`src/rtl/music_sequencer_pkg.sv`:
```
// Shared types and song-entry layout for the music sequencer.
package music_sequencer_pkg;

  typedef enum logic [2:0] {
    ST_IDLE,
    ST_FETCH,
    ST_LOAD,
    ST_PLAY,
    ST_PAUSE,
    ST_DONE
  } state_t;

  localparam logic [3:0] NOTE_REST = 4'h0;
  localparam logic [3:0] NOTE_END  = 4'hF;

  localparam int unsigned NOTE_MSB = 7;
  localparam int unsigned NOTE_LSB = 4;
  localparam int unsigned DUR_MSB  = 3;
  localparam int unsigned DUR_LSB  = 0;
  localparam int unsigned DUR_W    = DUR_MSB - DUR_LSB + 1;
  // One extra bit so duration+1 (up to 16 beats) fits
  localparam int unsigned BEATS_W  = DUR_W + 1;

  function automatic logic [3:0] entry_note(input logic [7:0] entry);
    return entry[NOTE_MSB:NOTE_LSB];
  endfunction

  function automatic logic [BEATS_W-1:0] entry_beats(input logic [7:0] entry);
    return BEATS_W'(entry[DUR_MSB:DUR_LSB]) + BEATS_W'(1);
  endfunction

endpackage

```
`src/rtl/music_sequencer_beat_counter.sv`:
```
// Remaining-beats down-counter: clear beats load beats decrement.
module beat_counter
  import music_sequencer_pkg::*;
#(
  parameter int unsigned W = BEATS_W
) (
  input  logic         clk,
  input  logic         reset,
  input  logic         clear,
  input  logic         load,
  input  logic [W-1:0] load_val,
  input  logic         dec,
  output logic [W-1:0] count,
  output logic         expire_c
);

  always_ff @(posedge clk) begin
    if (!reset) begin
      count <= '0;
    end else if (clear) begin
      count <= '0;
    end else if (load) begin
      count <= load_val;
    end else if (dec && (count != '0)) begin
      count <= count - W'(1);
    end
  end

  // Flags the decrement that brings the count to zero
  assign expire_c = dec && (count == W'(1));

endmodule

```
`src/rtl/music_sequencer.sv`:
```
// Song-memory driven note sequencer with play/pause/stop control and optional looping.
module music_sequencer
  import music_sequencer_pkg::*;
#(
  parameter int unsigned SONG_LEN = 16,
  parameter int unsigned ADDR_W   = 4
) (
  input  logic              clk,
  input  logic              reset,
  input  logic              play,
  input  logic              pause,
  input  logic              stop,
  input  logic              loop_en,
  input  logic              beat_tick,
  output logic [ADDR_W-1:0] mem_addr,
  input  logic [7:0]        mem_data,
  output logic [3:0]        note,
  output logic              playing,
  output logic              done
);

  localparam logic [ADDR_W-1:0] LAST_ADDR = ADDR_W'(SONG_LEN - 1);

  state_t              state, state_nxt;
  logic [ADDR_W-1:0]   addr, addr_nxt;
  logic [3:0]          note_nxt;
  logic [3:0]          cur_note, cur_note_nxt;
  logic                cnt_clear, cnt_load, cnt_dec, cnt_expire_c;
  logic [BEATS_W-1:0]  beats_left;
  logic                song_end;

  beat_counter #(.W(BEATS_W)) u_beat_counter (
    .clk      (clk),
    .reset    (reset),
    .clear    (cnt_clear),
    .load     (cnt_load),
    .load_val (entry_beats(mem_data)),
    .dec      (cnt_dec),
    .count    (beats_left),
    .expire_c (cnt_expire_c)
  );

  always_ff @(posedge clk) begin
    if (!reset) begin
      state    <= ST_IDLE;
      addr     <= '0;
      note     <= NOTE_REST;
      cur_note <= NOTE_REST;
      playing  <= 1'b0;
      done     <= 1'b0;
    end else begin
      state    <= state_nxt;
      addr     <= addr_nxt;
      note     <= note_nxt;
      cur_note <= cur_note_nxt;
      playing  <= (state_nxt == ST_PLAY);
      done     <= (state_nxt == ST_DONE);
    end
  end

  // Next-state logic; priority stop > pause > play
  always_comb begin
    state_nxt    = state;
    addr_nxt     = addr;
    note_nxt     = note;
    cur_note_nxt = cur_note;
    cnt_clear    = 1'b0;
    cnt_load     = 1'b0;
    cnt_dec      = 1'b0;
    song_end     = 1'b0;

    if (stop) begin
      state_nxt = ST_IDLE;
      addr_nxt  = '0;
      note_nxt  = NOTE_REST;
      cnt_clear = 1'b1;
    end else begin
      case (state)
        ST_IDLE, ST_DONE: begin
          if (play) begin
            state_nxt = ST_FETCH;
            addr_nxt  = '0;
          end
        end
        ST_FETCH: state_nxt = ST_LOAD;
        ST_LOAD: begin
          if (entry_note(mem_data) == NOTE_END) begin
            song_end = 1'b1;
          end else begin
            note_nxt     = entry_note(mem_data);
            cur_note_nxt = entry_note(mem_data);
            cnt_load     = 1'b1;
            state_nxt    = ST_PLAY;
          end
        end
        ST_PLAY: begin
          if (pause) begin
            state_nxt = ST_PAUSE;
            note_nxt  = NOTE_REST;
          end else if (beat_tick) begin
            cnt_dec = 1'b1;
            if (cnt_expire_c) begin
              if (addr != LAST_ADDR) begin
                addr_nxt  = addr + ADDR_W'(1);
                state_nxt = ST_FETCH;
              end else begin
                song_end = 1'b1;
              end
            end
          end
        end
        ST_PAUSE: begin
          if (play) begin
            state_nxt = ST_PLAY;
            note_nxt  = cur_note;
          end
        end
        default: begin
          state_nxt = ST_IDLE;
          addr_nxt  = '0;
          note_nxt  = NOTE_REST;
          cnt_clear = 1'b1;
        end
      endcase
    end

    if (song_end) begin
      if (loop_en) begin
        addr_nxt  = '0;
        state_nxt = ST_FETCH;
      end else begin
        state_nxt = ST_DONE;
        note_nxt  = NOTE_REST;
      end
    end
  end

  assign mem_addr = addr;

endmodule

```
`config.mk`:
```
export PLATFORM = sky130hd
export DESIGN_NAME = music_sequencer
export DESIGN_NICKNAME = d
export VERILOG_FILES = /design/src/rtl/music_sequencer_pkg.sv /design/src/rtl/music_sequencer_beat_counter.sv /design/src/rtl/music_sequencer.sv
export SDC_FILE = /design/constraint.sdc
export NUM_CORES = 1
export LEC_CHECK = 0
export BUFFER_PORTS_ARGS = -buffer_cell sky130_fd_sc_hd__buf_2
export CORE_ASPECT_RATIO = 1.75
export CORE_MARGIN = 3
export CORE_UTILIZATION = 55
export DETAILED_ROUTE_END_ITERATION = 12
export GPL_TIMING_DRIVEN = 0
export PLACE_DENSITY_LB_ADDON = 0.15
export SYNTH_ARGS = -nofsm -noshare
export SYNTH_HDL_FRONTEND = slang
export SYNTH_SLANG_ARGS = --single-unit
export TNS_END_PERCENT = 10
```
`constraint.sdc`:
```
create_clock -name clk -period 4 [get_ports clk]
set_input_delay 0.6 -clock clk [delete_from_list [all_inputs] [get_ports clk]]
set_output_delay 0.6 -clock clk [all_outputs]
set_load 0.005 [all_outputs]
```
**Word level (Yosys, flattened, before mapping)**

Cells that the tools add are included.

- Bits in registers: 22
- Input bits: 15
- Output and inout bits: 10
- Logic and storage cells: 79

- Add/sub/neg operators: 3
- Equal/unequal tests: 10
- Mux-type cells: 45
- Bitwise logic cells: 3
- Reduce and logical (&&, ||, !) cells: 11

Operator list:

| cell | count |
|---|---|
| $mux W4 | 14 |
| $mux W3 | 10 |
| $pmux W4 S4 | 1 |
| $mux W1 | 15 |
| $pmux W3 S5 | 1 |
| $pmux W4 S3 | 1 |
| $mux W5 | 2 |
| $eq A3 B2 Y1 const B | 3 |
| $eq A3 B3 Y1 const B | 3 |
| $reduce_or A3 Y1 | 2 |
| $reduce_or A6 Y1 | 1 |
| $add A4 B1 Y5 const B | 1 |
| $eq A5 B1 Y1 const B | 1 |
| $reduce_bool A5 Y1 | 1 |
| $sub A5 B1 Y5 const B | 1 |
| $add A4 B1 Y4 const B | 1 |
| $eq A4 B4 Y1 const B | 1 |
| $ne A4 B4 Y1 const B | 1 |
| $reduce_or A2 Y1 | 2 |
| $eq A3 B1 Y1 const B | 1 |
| $logic_not A3 Y1 | 1 |
| $not A1 Y1 | 3 |
| $reduce_and A3 Y1 | 1 |
| $logic_and A1 B1 Y1 | 2 |
| other kinds (2) | 2 |

**Logic depth before layout (Yosys ltp)**

Gate-level depths: netlist of the first run.

- Depth after elaboration: 12
- Gate-level depth with buffers: 8
- Mapped depth without buffers: 7

**Modules after synthesis**

From an unflattened synthesis of the first run, not the netlist that was laid out.

- Cell total of the unflattened synthesis: 166
- Area, all modules: 1,455.1 um2

By module, submodules not included:

| module | instances | cells an instance | area an instance (um2) | seq. area each (um2) |
|---|---|---|---|---|
| music_sequencer | 1 | 127 | 1,138.6 | 340.3 |
| beat_counter | 1 | 39 | 316.6 | 100.1 |

**Worst setup path after synthesis of the first run**

No wires, ideal clock.

- Path type: input port to flip-flop
- From: input port stop
- To: register addr[2] (netlist: mem_addr[2])
- Library setup time: 0.129 ns
- Arrival time: 1.707 ns
- Data required time: 3.871 ns
- Slack: 2.164 ns
- Stages: 5
- Path buffers: 0
- Cells stage by stage: or3b_4 or3_1 o21bai_1 a31o_2 a211oi_1

- Word-level cells in the longest chain between the ends: 9
- Elaborated cells between the ends (all ways): 14
- Those cells by class: mux: 13; reduce/logical: 1

RTL lines:

| what | RTL line | text |
|---|---|---|
| start: declaration | music_sequencer.sv:12 | `input logic stop,` |
| $mux W1 | music_sequencer.sv:72 | `if (stop) begin` |
| $logic_and A1 B1 Y1 | music_sequencer_beat_counter.sv:30 | `assign expire_c = dec && (count == W'(1));` |
| $mux W4 | music_sequencer.sv:102 | `if (cnt_expire_c) begin` |
| $mux W4 | music_sequencer.sv:100 | `end else if (beat_tick) begin` |
| $mux W4 | music_sequencer.sv:97 | `if (pause) begin` |
| $pmux W4 S3 | music_sequencer.sv:78 | `case (state)` |
| $mux W4 | music_sequencer.sv:72 |  |
| $mux W4 | music_sequencer.sv:128 | `if (loop_en) begin` |
| $mux W4 (*) | music_sequencer.sv:127 | `if (song_end) begin` |
| end signal: assignment | music_sequencer.sv:53 | `addr <= addr_nxt;` |
| end: declaration | music_sequencer.sv:25 | `logic [ADDR_W-1:0] addr, addr_nxt;` |

Every way passes the cells marked *; elsewhere a longest branch is shown, timed or not.
A chain may end at the register's enable or synchronous reset.

**Worst setup path in the final report of the first run**

- From: register addr[0] (netlist: mem_addr[0])
- To: register playing

- Word-level cells in the longest chain between the ends: 9
- Elaborated cells between the ends (all ways): 15
- Those cells by class: eq/ne: 2; mux: 13

RTL lines:

| what | RTL line | text |
|---|---|---|
| $ne A4 B4 Y1 (*) | music_sequencer.sv:103 | `if (addr != LAST_ADDR) begin` |
| $mux W3 / $mux W1 (equally long branches) | music_sequencer.sv:103 |  |
| $mux W3 / $mux W1 (equally long branches) | music_sequencer.sv:102 |  |
| $mux W3 / $mux W1 (equally long branches) | music_sequencer.sv:100 |  |
| $mux W3 / $mux W1 (equally long branches) | music_sequencer.sv:97 |  |
| $pmux W3 S5 / $pmux W1 S2 (equally long branches) | music_sequencer.sv:78 |  |
| $mux W3 / $mux W1 (equally long branches) | music_sequencer.sv:72 |  |
| $mux W3 (*) | music_sequencer.sv:127 |  |
| $eq A3 B2 Y1 (*) | music_sequencer.sv:56 | `playing <= (state_nxt == ST_PLAY);` |
| end signal: assignment | music_sequencer.sv:56 |  |
| end: declaration | music_sequencer.sv:18 | `output logic playing,` |

Marks and branches as above.

==> results.py, run 1 <==
metrics = {
    "sta": {
        "max_slew_margin_pct": 70.4,
        "fin_crit_ns": 2.10,
        "worstMarginPinSlew_ns": 0.444,
        "fmax_mhz": 477,
        "slew_violations": 0,
        "rsz0062_at_grt": "false",
        "fin_worst_skew_ns": 0.00210,
        "hold_violations": 0,
        "finalSetupTns_ns": 0,
        "setup_viol": 0,
        "finalCritPeriodShare_pct": 52.4,
    },
    "clock_tree": {
        "cts_sinks": 22,
        "clk_latency_ns": 0.27,
        "clk_path_buf_depth": 2,
        "cts_resized": 0,
        "holdBufCountCts": 0,
        "cts.htree.levels": 1,
        "cts-root-buf": "clkbuf_8",
        "cts_tree": "built",
        "post_cts_buffers": 0,
        "clk_pin_slew_ns": 0.08,
        "cts_buffers": 3,
    },
    "synthesis": {
        "avgSynthCellArea_um2": 8.58,
        "synth_top_family_by_area": "simple AND/OR/NAND/NOR gates",
        "synth_nets": 177,
        "synthFlopType": "dfxtp_1",
        "synth-compound-area-share_pct": 23.3,
        "ys_async_sr_fraction_pct": 0,
        "ys_seq_area_share_pct": 32.7,
        "synth_area_leaders": "dfxtp_1 33%, nor2_1 5.3%, ha_1 4.6%",
        "synth_fa_ha_area_share_pct": 4.65,
        "synth-xor-area-share_pct": 4.55,
        "synth_edf_count": 0,
        "ys_ff_latch": 22,
        "synthSimpleGateAreaFrac_pct": 25.3,
        "synth_area_leader_cell": "dfxtp_1",
        "syn_inst": 157,
        "ys.warnings.count": 0,
        "syn_area_mm2": 0.00135,
        "yosysTopAreaCellShare_pct": 32.7,
        "yosysUniqueCellTypes": 48,
        "synth.area.mux_share_pct": 4.46,
    },
    "worst_setup_path": {
        "critPathKind": "flop to flop",
        "critical_path_arrival_ns": 2.31,
        "crit_path_max_fanout": 6,
        "cp-end-kind": "flop",
        "cp-start-kind": "flop",
        "crit_required_ns": 4.21,
    },
    "route": {
        "drc": 0,
        "ant_nets": 0,
        "viasPerCell": 6.14,
        "drtIter0Drc": 36,
        "wirelength_mm": 3.27,
        "avgRoutedWirePerCell_um": 15.6,
        "vias": 1290,
        "drtPass1Iterations": 4,
    },
    "grt": {
        "grt_pass1_vias": 1294,
        "antenna_found_initial": 0,
        "grt_start_max_net_pins": 14,
        "grt_pass1_wl_mm": 5.42,
        "grt_overflow": 0,
        "grt_usage_pct": 22.7,
    },
    "power_and_ir_drop": {
        "p_per_area_mw_per_mm2": 304,
        "worst_ir_drop_vdd_uv": 229,
        "sw_frac_of_total_pct": 21.7,
        "combPwrFrac_pct": 9.6,
        "p_sw_mw": 0.104,
        "p_int_mw": 0.374,
        "seq_power_share_pct": 46.4,
        "p_leak_nw": 0.613,
        "pwr-share-clk_pct": 44.0,
    },
    "floorplanning": {
        "coreArea_mm2": 0.00230,
        "die_h_um": 71.5,
        "die_area_mm2": 0.00310,
        "rows": 23,
        "die_x_um": 43.4,
        "start_util_pct": 58.5,
        "ios": 25,
    },
    "cells_and_area": {
        "final_common_cell": "buf_2",
        "fillCellCount": 211,
        "area_growth_pct": 16.5,
        "drive_above_1_share_pct": 21.1,
        "layout_common_cells": "25 x buf_2, 22 x dfxtp_1, 19 x nor2_1",
        "multi_input_area_um2": 838,
        "final_cell_area_mm2": 0.00157,
        "nets": 206,
        "antenna_cells": 0,
        "seq_area_um2": 440,
    },
    "placed_design": {
        "postPlaceCellArea_mm2": 0.00150,
        "hpwl_mm": 2.62,
        "port_buffers": 24,
        "place.gp.congestion": 0.872,
    },
    "status": {
        "status": "finished clean",
    },
    "run": {
        "cap_violations": 0,
    },
    "hold_path": {
        "hp-class": "flop to flop",
    },
}
==> registers in the layout, indices dropped and copies added (netlist names) <==
| signal | cells |
|---|---|
| state | 3 |
| done | 1 |
| cur_note | 4 |
| playing | 1 |
| u_beat_counter.count | 5 |
| mem_addr | 4 |
| note | 4 |
==> final cells by class <==
class                   count  share of cell area, %
flip-flops and latches     22                   28.1
well taps                  25                   1.99
repair buffers             24                   7.66
inverters                   5                   1.20
multi-input cells         124                   53.4
clock buffers               3                   2.63
clock inverters             1                   1.91
plain buffers               6                   3.11
==> Yosys cell counts, drive strengths merged (4+ instances only) <==
master and number:
mux2i 6, dfxtp 22, nor3 5, o22ai 4, xor2 4, o21ai 7, nand2 10, a21oi 11
ha 5, nor2 19, inv 5
==> metrics by stage <==
stage	total power [mW]	setup WS, ns	cells	hold slack, ns	utilization [%]
2_1_floorplan	0.254	2.16	157	0.464	-
3_3_place_gp	0.271	1.92	206	0.479	65.1
3_5_place_dp	0.272	1.82	206	0.491	65.1
4_1_cts	0.479	1.90	210	0.511	68.2
5_1_grt	0.491	1.72	210	0.541	68.2
6_report	0.477	1.90	210	0.504	68.2
==> routing by layer <==
| layer | global-route usage, % | up-vias | wire [um] |
|---|---|---|---|
| met5 | 0 | - | 0 |
| met2 | 45.1 | 25 | 1890 |
| met4 | 11.4 | 0 | 91 |
| met1 | 20.4 | 614 | 1190 |
| met3 | 3.52 | 9 | 93 |
| li1 | - | 642 | - |
==> critical path, stage by stage, from the launching register on <==
cell	delay, ns
dfxtp_1	0.43
ha_1	0.24
and3_1	0.26
nor4_4	0.07
or3_2	0.43
a221oi_1	0.42
and2_1	0.19
==> kinds of logic (layout without fill, tap and decap cells) <==
logic type                 after synthesis  count (layout)
AOI/OAI and AO/OA                       45              45
xor gates and xnor gates                 7               7
adders and majority gates                5               5
buffers and inverters                   11              39
DFF                                     22              22
muxes                                    6               6
and+or+nand+nor                         61              61
==> path summary, 6_finish.rpt <==
path / slack (ns) / from / cells after the start / to
setup / recovery: 1.90 / mem_addr[0]$_SDFF_PN0_ / 6 / playing$_SDFF_PN0_
hold / removal: 0.50 / cur_note[0]$_SDFFE_PN0P_ / 2 / cur_note[0]$_SDFFE_PN0P_
setup reg to reg: 1.90 / mem_addr[0]$_SDFF_PN0_ / 6 / playing$_SDFF_PN0_
hold reg to reg: 0.50 / cur_note[0]$_SDFFE_PN0P_ / 2 / cur_note[0]$_SDFFE_PN0P_
==> power by group through the flow <==
stage / clock (mW) / sequential, mW / combinational, mW
after floorplan: 0 / 0.227 / 0.0271
after global placement: 0 / 0.227 / 0.0443
after detailed placement: 0 / 0.227 / 0.0454
after CTS: 0.212 / 0.222 / 0.0455
after global routing: 0.219 / 0.222 / 0.0503
final: 0.210 / 0.222 / 0.0457
No activity file was read; power rests on OpenSTA's default activity.
==> run 2, diff against run 1 <==
CORE_UTILIZATION = 49   (was 55)
clock period = 1.89 ns   (was 4 ns; I/O delays follow)
==> run 2 against run 1 <==
Net effect: the run now ends with setup timing left; worst setup slack got worse by 1.9 ns; non-clock buffer count rose by 3; core utilization shrank 3.4 points; power rose by 110%; clock power grew 110%; maximum frequency increased by 8.3%; combinational power grew 130%; critical path depth is 1 higher; register-to-register slack got worse by 1.9 ns; worst hold slack got worse by 0.21 ns; sequential share of layout area is 1.1 points lower; critical path type unchanged; largest cell class unchanged; largest power group unchanged; highest routed layer unchanged.
==> results.py, run 2 (synthesis gave the netlist of run 1 again) <==
metrics = {
    "cells_and_area": {
        "multi_input_area_um2": 892,
        "seq_area_um2": 445,
        "post-route-util_pct": 64.7,
        "regMostFlops": "u_beat_counter.count",
        "largest_reg_flops": 5,
        "area_growth_pct": 22.7,
        "drive_above_1_share_pct": 30.3,
        "antenna_cells": 0,
        "nets": 209,
        "final_cells": 214,
        "final_common_cell": "buf_2",
        "fillCellCount": 232,
        "layout_common_cells": "25 x buf_2, 19 x nor2_1, 18 x dfxtp_1",
    },
    "power_and_ir_drop": {
        "p_leak_nw": 0.636,
        "p_total_mw": 1.02,
        "p_per_area_mw_per_mm2": 616,
        "worst_ir_drop_vdd_uv": 615,
    },
    "worst_setup_path": {
        "path_cells": "inv_2 > ha_1 > or4b_4 > or3_4 > o21bai_1 > a31o_2 > a211oi_1",
        "critPathMaxStageDelay_ns": 0.50,
        "cp-start-kind": "flop",
        "crit_path_max_fanout": 4,
        "ff2ff_setup_slack_ns": -0.05,
        "critPathKind": "flop to flop",
        "reg2regPathDepth": 7,
        "cp-end-kind": "flop",
        "critical_path_arrival_ns": 2.09,
        "crit_slowest_cell": "or4b_4",
        "crit_required_ns": 2.04,
    },
    "grt": {
        "grt_start_max_net_pins": 14,
        "grt_overflow": 0,
        "grt_pass1_vias": 1307,
        "grt_pass1_wl_mm": 5.55,
        "antenna_found_initial": 0,
        "grt_usage_pct": 21.7,
    },
    "status": {
        "status": "finished, violations left",
        "failed_checks": "setup timing",
    },
    "sta": {
        "fmax_mhz": 516,
        "rsz0062_at_grt": "true",
        "worst_slack_ns": -0.0462,
        "slew_violations": 0,
        "finalCritPeriodShare_pct": 102,
        "fin_worst_skew_ns": 0.00391,
        "fin_crit_ns": 1.94,
        "worstMarginPinSlew_ns": 0.446,
        "hold_violations": 0,
        "max_slew_margin_pct": 70.3,
        "setup_viol": 4,
    },
    "route": {
        "viasPerCell": 6.20,
        "avgRoutedWirePerCell_um": 16.4,
        "vias": 1326,
        "ant_nets": 0,
        "drtPass1Iterations": 4,
        "wirelength_mm": 3.52,
        "drc": 0,
        "drtIter0Drc": 44,
    },
    "clock_tree": {
        "cts_tree": "built",
        "clk_pin_slew_ns": 0.08,
        "clk_latency_ns": 0.27,
        "cts-root-buf": "clkbuf_8",
        "cts_sinks": 22,
        "holdBufCountCts": 0,
        "clk_path_buf_depth": 2,
        "cts_buffers": 3,
        "cts.htree.levels": 1,
    },
    "floorplanning": {
        "ios": 25,
        "coreArea_mm2": 0.00255,
        "start_util_pct": 52.7,
        "die_x_um": 45.6,
        "die_h_um": 75.3,
        "rows": 24,
        "die_area_mm2": 0.00344,
    },
    "hold_path": {
        "whs_path_depth": 2,
        "hp-class": "input pin to flop",
    },
    "placed_design": {
        "hpwl_mm": 2.68,
        "port_buffers": 24,
        "post-place-ws_ns": -0.117,
        "place.gp.congestion": 0.855,
        "dp_cells": 207,
    },
    "run": {
        "cap_violations": 0,
    },
}
==> run 2: area by class of cell <==
| type | count | area share (%) |
|---|---|---|
| Sequential cell | 22 | 27.0 |
| Buffer | 6 | 2.95 |
| Inverter | 5 | 1.14 |
| Multi-Input combinational cell | 124 | 54.0 |
| Tap cell | 26 | 1.97 |
| Timing Repair Buffer | 27 | 8.64 |
| Clock inverter | 1 | 1.82 |
| Clock buffer | 3 | 2.50 |
==> run 2: stage by stage <==
step | instance area (um^2) | hold WS, ns | TNS [ns]
floorplan | 1350 | 0.401 | 0
global placement | 1500 | 0.481 | -0.575
detailed placement | 1500 | 0.491 | -0.853
CTS | 1600 | 0.286 | -0.0492
global route | 1650 | 0.290 | -0.489
finish | 1650 | 0.291 | -0.154
==> run 2: path summary, 6_finish.rpt <==
kind,start,end
min,reset,state[2]$_SDFF_PN0_
min reg2reg,cur_note[0]$_SDFFE_PN0P_,cur_note[0]$_SDFFE_PN0P_
max reg2reg,u_beat_counter.count[1]$_SDFFE_PP0P_,mem_addr[2]$_SDFF_PN0_
max,u_beat_counter.count[1]$_SDFFE_PP0P_,mem_addr[2]$_SDFF_PN0_
==> run 2: power breakdown <==
part / switching (mW) / internal [mW]
Sequential: 0.00273 / 0.466
Combinational: 0.0607 / 0.0429
Clock: 0.162 / 0.283
==> run 2: timing repair <==
action	CTS	global route
setup endpoints to repair	10	12
pin swaps	2	4
buffers inserted	1	2
gates resized for setup	7	10
endpoints found under the hold margin	0	0
==> run 2: critical path, delay by kind of cell (launching register included) <==
kind | cells | cell delay [ns]
buf+inv | 1 | 0.07
simple gates | 2 | 0.86
fa+ha+maj | 1 | 0.13
compound gates | 3 | 0.44
flops | 1 | 0.33
==> run 2: per-layer routing <==
| layer | routed length [um] | share of wire [%] | global-route usage [%] |
|---|---|---|---|
| met2 | 2030 | 58 | 42.0 |
| met5 | 0 | 0 | 0 |
| met3 | 122 | 3.5 | 3.07 |
| met4 | 46 | 1.3 | 6.19 |
| met1 | 1310 | 37 | 23.0 |
==> run 3, diff against run 2 <==
CELL_PAD_IN_SITES_DETAIL_PLACEMENT = 0   (was not set)
CELL_PAD_IN_SITES_GLOBAL_PLACEMENT = 2   (was not set)
CORE_UTILIZATION = 29   (was 49)
CTS_CLUSTER_SIZE = 40   (was not set)
==> run 3 against run 2 <==
Net effect: the run still ends with setup timing left; final cell count up 11%; clock skew down 0.0019 ns; wire length up 8.4%; cell area up 2.0%; combinational power about the same; flip-flop and latch count unchanged; die area up 61%; sequential power about the same; register-to-register slack about the same; critical endpoint unchanged; critical path depth down 1; maximum frequency up 0.28%.
==> results.py, run 3 (synthesis gave the netlist of run 1 again) <==
metrics = {
    "status": {
        "status": "finished, violations left",
        "failed_checks": "setup timing",
    },
    "route": {
        "vias": 1289,
        "drc": 0,
        "viasPerCell": 5.42,
        "drtIter0Drc": 23,
        "ant_nets": 0,
        "wirelength_mm": 3.81,
        "avgRoutedWirePerCell_um": 16.0,
        "drtPass1Iterations": 4,
    },
    "clock_tree": {
        "cts_sinks": 22,
        "cts_buffers": 3,
        "clk_path_buf_depth": 2,
        "holdBufCountCts": 0,
        "clk_latency_ns": 0.27,
        "cts.htree.levels": 1,
        "clk_pin_slew_ns": 0.09,
        "cts-root-buf": "clkbuf_8",
        "cts_tree": "built",
    },
    "floorplanning": {
        "ios": 25,
        "die_area_mm2": 0.00553,
        "rows": 32,
        "die_h_um": 96.1,
        "die_x_um": 57.5,
        "coreArea_mm2": 0.00444,
        "start_util_pct": 30.3,
    },
    "worst_setup_path": {
        "startpoint": "u_beat_counter.count[1]$_SDFFE_PP0P_",
        "critPathMaxStageDelay_ns": 0.50,
        "timing.rr.start": "u_beat_counter.count[1]$_SDFFE_PP0P_",
        "cp-end-kind": "flop",
        "crit_slowest_cell": "or4b_4",
        "cp-start-kind": "flop",
        "critPathKind": "flop to flop",
        "crit_path_max_fanout": 4,
        "path_cells": "inv_2 > ha_4 > or4b_4 > or3_4 > o311ai_1 > a211oi_2",
        "crit_required_ns": 2.04,
        "critical_path_arrival_ns": 2.08,
    },
    "sta": {
        "fin_worst_skew_ns": 0.00206,
        "fmax_mhz": 518,
        "fin_crit_ns": 1.93,
        "max_slew_margin_pct": 71.2,
        "hold_violations": 0,
        "finalCritPeriodShare_pct": 102,
        "worst_slack_ns": -0.0408,
        "slew_violations": 0,
        "finalSetupTns_ns": -0.134,
        "worstMarginPinSlew_ns": 0.432,
        "rsz0062_at_grt": "true",
        "setup_viol": 4,
    },
    "placed_design": {
        "post-place-ws_ns": -0.229,
        "place.gp.congestion": 0.801,
        "port_buffers": 24,
        "hpwl_mm": 3.05,
    },
    "cells_and_area": {
        "regMostFlops": "u_beat_counter.count",
        "drive_above_1_share_pct": 29.9,
        "area_growth_pct": 25.2,
        "layout_common_cells": "25 x buf_2, 19 x nor2_1, 18 x dfxtp_1",
        "nets": 208,
        "largest_reg_flops": 5,
        "antenna_cells": 0,
        "final_common_cell": "buf_2",
    },
    "grt": {
        "grt_start_max_net_pins": 14,
        "grt_overflow": 0,
        "grt_pass1_wl_mm": 6.05,
        "grt_pass1_vias": 1258,
        "grt_usage_pct": 14.5,
        "antenna_found_initial": 0,
    },
    "hold_path": {
        "hp-class": "input pin to flop",
        "hold_start": "reset",
    },
    "run": {
        "cap_violations": 0,
    },
    "power_and_ir_drop": {
        "worst_ir_drop_vdd_uv": 391,
        "p_per_area_mw_per_mm2": 611,
        "p_leak_nw": 0.631,
    },
}
==> run 3: where the power goes <==
group,leakage (nW),switching (mW),total (mW),internal (mW)
registers,0.179,0.00277,0.469,0.467
logic,0.416,0.0601,0.103,0.0430
clock network,0.0357,0.175,0.458,0.283
==> run 3: metal layers <==
| layer | part of all wire [%] | track usage (%) | vias to the layer above |
|---|---|---|---|
| met2 | 59 | 29.3 | 24 |
| met5 | 0 | 0 | - |
| met3 | 2.5 | 1.74 | 7 |
| met1 | 36 | 13.8 | 609 |
| met4 | 2.1 | 6.77 | 0 |
| li1 | - | - | 649 |
==> run 3: critical path, delay by kind of cell, from the launching register on <==
kind	cells	cell delay, ns
AOI/OAI and AO/OA	2	0.42
and+or+nand+nor	2	0.86
adders and majority gates	1	0.12
DFF	1	0.34
buffers and inverters	1	0.07
==> run 3: per-stage QoR <==
stage	total power, mW	hold WS [ns]	utilization, %	cells	area, um^2
after detailed placement	0.580	0.490	34.4	232	1530
after CTS	1.04	0.279	37.4	238	1660
final	1.03	0.279	37.9	238	1690
after global placement	0.579	0.479	34.4	232	1530
after global routing	1.06	0.286	37.9	238	1690
after floorplan	0.537	0.401	-	157	1350
==> run 3: cell type report <==
| cell class | instances | area, um^2 |
|---|---|---|
| clock inverters | 1 | 30.0 |
| inverters | 5 | 18.8 |
| fillers | 482 | 2760 |
| flip-flops and latches | 22 | 445 |
| clock buffers | 3 | 41.3 |
| plain buffers | 6 | 48.8 |
| repair buffers | 26 | 135 |
| multi-input cells | 124 | 902 |
| well taps | 51 | 63.8 |
==> run 3: final timing paths <==
check / end / slack (ns) / depth (start not counted)
setup / recovery: mem_addr[2]$_SDFF_PN0_ / -0.04 / 6
hold / removal: done$_SDFF_PN0_ / 0.28 / 2
setup reg to reg: mem_addr[2]$_SDFF_PN0_ / -0.04 / 6
hold reg to reg: cur_note[0]$_SDFFE_PN0P_ / 0.50 / 2
==> run 3: what timing repair did <==
action | 4_1_cts | 5_1_grt
gates cloned | 0 | 0
gates resized for setup | 15 | 3
setup endpoints to repair | 13 | 14
setup buffers | 2 | 0
pin swaps | 7 | 6
hold endpoints to repair | 0 | 0
